--- config.mk ---
export PLATFORM = sky130hd
export DESIGN_NAME = counter_sched_flat
export DESIGN_NICKNAME = d
export VERILOG_FILES = /design/src/rtl/counter_sched_if.sv /design/src/rtl/counter_sched.sv /design/src/flat_wrapper.sv
export SDC_FILE = /design/constraint.sdc
export NUM_CORES = 1
export LEC_CHECK = 0
export ABC_AREA = 1
export CAP_MARGIN = 15
export CORE_ASPECT_RATIO = 1.5
export CORE_UTILIZATION = 47
export DETAILED_ROUTE_END_ITERATION = 12
export PLACE_DENSITY = 0.78
export RECOVER_POWER = 50
export SETUP_SLACK_MARGIN = 0.1
export SLEW_MARGIN = 0
export SYNTH_ARGS = -nofsm -noshare
export SYNTH_HDL_FRONTEND = slang
export SYNTH_SLANG_ARGS = --single-unit
export TNS_END_PERCENT = 30
--- constraint.sdc ---
create_clock -name clk -period 2.25 [get_ports clk]
set_input_delay 0.45 -clock clk [delete_from_list [all_inputs] [get_ports clk]]
set_output_delay 0.45 -clock clk [all_outputs]
set_load 0.005 [all_outputs]
--- src/rtl/counter_sched_if.sv ---
// rtl/counter_sched_if.sv - requester/scheduler bundle for the shared down-counting timer
interface counter_sched_if #(
  parameter int IW = 2,
  parameter int W  = 8
);
  localparam int N = 2 ** IW;

  logic [N-1:0]   req;
  logic [N*W-1:0] len;
  logic [N-1:0]   grant;
  logic [N-1:0]   done;
  logic           busy;
  logic [IW-1:0]  owner;
  logic [W-1:0]   count;

  // Requesting engines drive req/len and watch the grant/done lines.
  modport master (
    output req, len,
    input  grant, done, busy, owner, count
  );

  // The scheduler samples requests and owns the timer state.
  modport slave (
    input  req, len,
    output grant, done, busy, owner, count
  );
endinterface

--- src/rtl/counter_sched.sv ---
// rtl/counter_sched.sv - round-robin scheduler sharing one down-counting timer among N requesters
module counter_sched #(
  parameter int IW = 2,
  parameter int W  = 8
) (
  input  logic             clk,
  input  logic             rst,
  counter_sched_if.slave   bus
);
  localparam int N = 2 ** IW;

  typedef enum logic [1:0] {ST_IDLE, ST_RUN, ST_DONE} state_t;

  state_t        state_q, state_d;
  logic [IW-1:0] ptr_q, ptr_d;
  logic [N-1:0]  grant_q, grant_d;
  logic [N-1:0]  done_q, done_d;
  logic          busy_q, busy_d;
  logic [IW-1:0] owner_q, owner_d;
  logic [W-1:0]  count_q, count_d;

  logic          found;
  logic [IW-1:0] win;
  logic [IW-1:0] idx;

  assign bus.grant = grant_q;
  assign bus.done  = done_q;
  assign bus.busy  = busy_q;
  assign bus.owner = owner_q;
  assign bus.count = count_q;

  // Round-robin pick plus next-state: arbitrate in IDLE/DONE, count down in RUN.
  always_comb begin
    state_d = state_q;
    ptr_d   = ptr_q;
    grant_d = grant_q;
    done_d  = '0;
    busy_d  = busy_q;
    owner_d = owner_q;
    count_d = count_q;
    found   = 1'b0;
    win     = '0;
    idx     = '0;

    // First requester at or after the pointer wins; index arithmetic wraps mod N.
    for (int k = 0; k < N; k++) begin
      idx = ptr_q + IW'(k);
      if (!found && bus.req[idx]) begin
        found = 1'b1;
        win   = idx;
      end
    end

    case (state_q)
      ST_IDLE, ST_DONE: begin
        if (found) begin
          state_d      = ST_RUN;
          grant_d      = '0;
          grant_d[win] = 1'b1;
          owner_d      = win;
          count_d      = bus.len[win*W +: W];
          busy_d       = 1'b1;
        end else begin
          state_d = ST_IDLE;
          grant_d = '0;
          busy_d  = 1'b0;
        end
      end
      ST_RUN: begin
        if (!bus.req[owner_q]) begin
          // Owner walked away: release silently, no done pulse.
          state_d = ST_IDLE;
          grant_d = '0;
          count_d = '0;
          busy_d  = 1'b0;
          ptr_d   = owner_q + 1'b1;
        end else if (count_q != '0) begin
          count_d = count_q - 1'b1;
        end else begin
          state_d          = ST_DONE;
          grant_d          = '0;
          done_d[owner_q]  = 1'b1;
          ptr_d            = owner_q + 1'b1;
        end
      end
      default: begin
        state_d = ST_IDLE;
        grant_d = '0;
        busy_d  = 1'b0;
        count_d = '0;
      end
    endcase
  end

  // State and registered outputs; reset clears everything immediately.
  always_ff @(posedge clk or negedge rst) begin
    if (!rst) begin
      state_q <= ST_IDLE;
      ptr_q   <= '0;
      grant_q <= '0;
      done_q  <= '0;
      busy_q  <= 1'b0;
      owner_q <= '0;
      count_q <= '0;
    end else begin
      state_q <= state_d;
      ptr_q   <= ptr_d;
      grant_q <= grant_d;
      done_q  <= done_d;
      busy_q  <= busy_d;
      owner_q <= owner_d;
      count_q <= count_d;
    end
  end
endmodule
--- src/flat_wrapper.sv ---
// flat-port wrapper written by rule: the top's interface ports become plain ports
module counter_sched_flat 
#(
  parameter int IW = 2,
  parameter int W  = 8
)
  (clk, rst, bus_req, bus_len, bus_grant, bus_done, bus_busy, bus_owner, bus_count);
  counter_sched_if #(.IW(IW), .W(W)) bus_i ();
  input  logic clk;
  input  logic rst;
  input wire logic [$bits(bus_i.req)-1:0] bus_req;
  input wire logic [$bits(bus_i.len)-1:0] bus_len;
  output wire logic [$bits(bus_i.grant)-1:0] bus_grant;
  output wire logic [$bits(bus_i.done)-1:0] bus_done;
  output wire logic [$bits(bus_i.busy)-1:0] bus_busy;
  output wire logic [$bits(bus_i.owner)-1:0] bus_owner;
  output wire logic [$bits(bus_i.count)-1:0] bus_count;
  assign bus_i.req = bus_req;
  assign bus_i.len = bus_len;
  assign bus_grant = bus_i.grant;
  assign bus_done = bus_i.done;
  assign bus_busy = bus_i.busy;
  assign bus_owner = bus_i.owner;
  assign bus_count = bus_i.count;
  counter_sched #(.IW(IW), .W(W)) u_core (.clk(clk), .rst(rst), .bus(bus_i));
endmodule
==> run metrics <==
RSZ-0062 raised after global routing=false; CP max-delay cell=dfrtp_1; kind of critical path=flip-flop to flip-flop; FP Rows=27; clock root buffer=clkbuf_8; Syn Nets=335; Max clock buf depth=2; Reg-to-Reg End=u_core.bus.count[3]; Ports=57; vias per cell=5.09; via count=2113; Gate power share=0.784; hold crit path type=flip-flop to flip-flop; Die ar.=0.00426 mm^2; gpl congestion=0.873; final antenna diode count=0; Hold EP=u_core.bus.busy; post-synthesis sequential area ratio=0.306; CTS clk-pin slew, worst paths=0.08 ns; crit start category=flip-flop; H-tree levels=1; Int Power=2.25 mW; CP Cell Sequence=inv_2, nand2_1, nand2_2, nand2_1, nand2_1, nand2_4, nand2_4, nand2_2, nand2_4, buf_12, nand3_1, nand2_1, nand2_1, nand2_1, nand2_1, nand2_1, nand2_1, nand2_1; Clock Power Share=0.055; nets=417; final-layout fill cell count=287; Slew @ Worst Pin=1.25 ns; routed wire length=5320 um; area of the multi-input gates=0.00123 mm^2; worst reg-to-reg path cell count=18; Worst Path Required=2.46 ns; drt drc=0; worst hold stages=2; CTS Hold Bufs=0; setup TNS=0 ns; TritonCTS clock tree=built; first-pass GRT wire length=8090 um; setup ws final=0.201 ns; hold slack=0.483 ns; cell area after layout=0.00283 mm^2; Worst Min Path Start=u_core.bus.busy; Final Hold Viols=0; MaxCap Viol Count=0; worst skew pair latency=0.27 ns; share of cells above drive strength 1=0.212; vias in the first global route=1930; Avg Cell Area, Syn=6.46 um^2; initial antenna violation count=0; PD cells=1650 mW/mm^2; wire per inst=12.8 um; CTS Buf Count=3; Core Region=0.00375 mm^2; Antenna Nets Post-Route=0; Distinct cells, synth=28; Slew Viols, Final=0; Yosys reg bits=23; Rel. slew slack=0.167; Die Y=79.4 um; Final min period=2.05 ns; Crit path top cell by count=nand2_1; CP Capture Type=flip-flop; sw power=2.42 mW; sw frac=0.518; status=finished, final reports clean; clk sinks=23; Critical Path AT=2.26 ns; register area=577 um^2; GR Util All Layers=0.251; Peak supply drop=1120 uV; Synth Instances=291; Max Clk Rate=488 MHz; dpl cell area=0.00257 mm^2; largest net degree at the start of global routing=24; Buf/Inv on CP=2; Sequential Power Share=0.161; Ys Warns=0; Critical Path Max Stage Delay=0.43 ns; First-pass DRT Iterations=4; pre-CTS WS=-0.195 ns; FF-to-FF setup slack=0.20 ns; final setup skew=0.00708 ns; crit-path leading delay family=simple AND/OR/NAND/NOR gates; P_leak=1.53 nW; Starting Density=0.501; DRT iter0 DRCs=50; final worst path period share=0.911; final global-route overflow total=0; Area growth syn-to-layout=50.7%; PortBufs=56; crit path max fanout=10; Mapped Area=0.00188 mm^2; Die W=53.6 um; DP HPWL=3740 um; worst r2r src=u_core.ptr_q[0]; final setup violating endpoints=0
==> tightest hold or removal path, cell delays in order (launching register included) <==
cell and delay (ns):
dfrtp_1 0.34, nand2_1 0.06, nand2_1 0.06
==> power groups by stage <==
stage | clock network, mW | registers (mW) | logic, mW
3_3_place_gp | 0 | 0.743 | 3.00
2_1_floorplan | 0 | 0.720 | 2.20
5_1_grt | 0.276 | 0.771 | 4.10
4_1_cts | 0.262 | 0.741 | 3.06
3_5_place_dp | 0 | 0.749 | 3.04
6_report | 0.256 | 0.752 | 3.66
==> state kept, by name (all words and copies together) (netlist names) <==
signal and cells:
u_core.state_q 2, u_core.bus.done 4, u_core.bus.grant 4, u_core.bus.owner 2
u_core.ptr_q 2, u_core.bus.count 8, u_core.bus.busy 1
==> worst max path at each step <==
stage	from	to	slack, ns	cells after the start
global route	u_core.ptr_q[0]	u_core.bus.count[3]	0.01	18
CTS	bus_req[1]	u_core.bus.count[4]	0.14	16
global placement	bus_req[1]	u_core.bus.count[4]	-0.18	16
floorplan	u_core.ptr_q[0]	u_core.bus.count[0]	0.46	12
detailed placement	bus_req[1]	u_core.bus.count[4]	-0.19	16
finish	u_core.ptr_q[0]	u_core.bus.count[3]	0.20	18
==> cell type report <==
class | instances | share of cell area
clock buffers | 3 | 0.0146
clock inverters | 1 | 0.00177
inverters | 33 | 0.0446
flip-flops and latches | 23 | 0.204
repair buffers | 80 | 0.281
well taps | 43 | 0.0190
multi-input cells | 232 | 0.435
==> routing by layer <==
| layer | vias up | GRT usage | share of wire |
|---|---|---|---|
| li1 | 1075 | - | - |
| met1 | 968 | 0.279 | 0.40 |
| met2 | 62 | 0.470 | 0.55 |
| met3 | 8 | 0.0286 | 0.037 |
| met4 | 0 | 0.0789 | 0.013 |
| met5 | - | 0 | 0 |
==> cells by family after synthesis <==
| kind of cell | count (synthesis) | synth area share |
|---|---|---|
| buffers and inverters | 38 | 0.0912 |
| adder cells (fa/ha/maj) | 6 | 0.0399 |
| XOR/XNOR | 2 | 0.00932 |
| AND/OR/NAND/NOR | 203 | 0.488 |
| AO/OA/AOI/OAI | 19 | 0.0652 |
| flip-flops | 23 | 0.306 |
==> through the flow <==
stage               cells  utilization  power, mW
global placement      402        0.686       3.74
finish                415        0.755       4.67
floorplan             291            -       2.92
CTS                   406        0.699       4.06
detailed placement    402        0.686       3.78
global route          415        0.755       5.15
==> cells in the mapped netlist, drive strengths merged <==
| library cell | instances | area (um^2) |
|---|---|---|
| nor2 | 14 | 67.6 |
| o21ai | 9 | 60.1 |
| buf | 5 | 47.5 |
| dfrtp | 23 | 576 |
| nand3b | 1 | 7.51 |
| nand2 | 153 | 627 |
| clkinv | 1 | 3.75 |
| a21o | 1 | 7.51 |
| a21oi | 5 | 25.0 |
| o32ai | 2 | 17.5 |
| ha | 6 | 75.1 |
| o22ai | 2 | 12.5 |
| nand4 | 3 | 18.8 |
| inv | 32 | 120 |
| nand3 | 30 | 185 |
| or2 | 1 | 6.26 |
| xor2 | 2 | 17.5 |
| nor3 | 1 | 5.00 |
==> layout by cell type, fill, tap and decap left out, types with 6 or more instances in the layout <==
cell and instances:
nand2_1 125, clkdlybuf4s50_1 45, inv_1 24, nand2_2 23
nand3_1 23, dfrtp_1 22, buf_4 17, nor2_1 12
inv_2 8, dlygate4sd3_1 7, ha_1 6
==> what timing repair did <==
action | 4_1_cts | 5_1_grt
gates resized for setup | 1 | 38
setup buffers | 0 | 6
gates cloned | 0 | 3
setup endpoints to repair | 3 | 11
pin swaps | 0 | 7
Power figures use the tool's default switching activity.
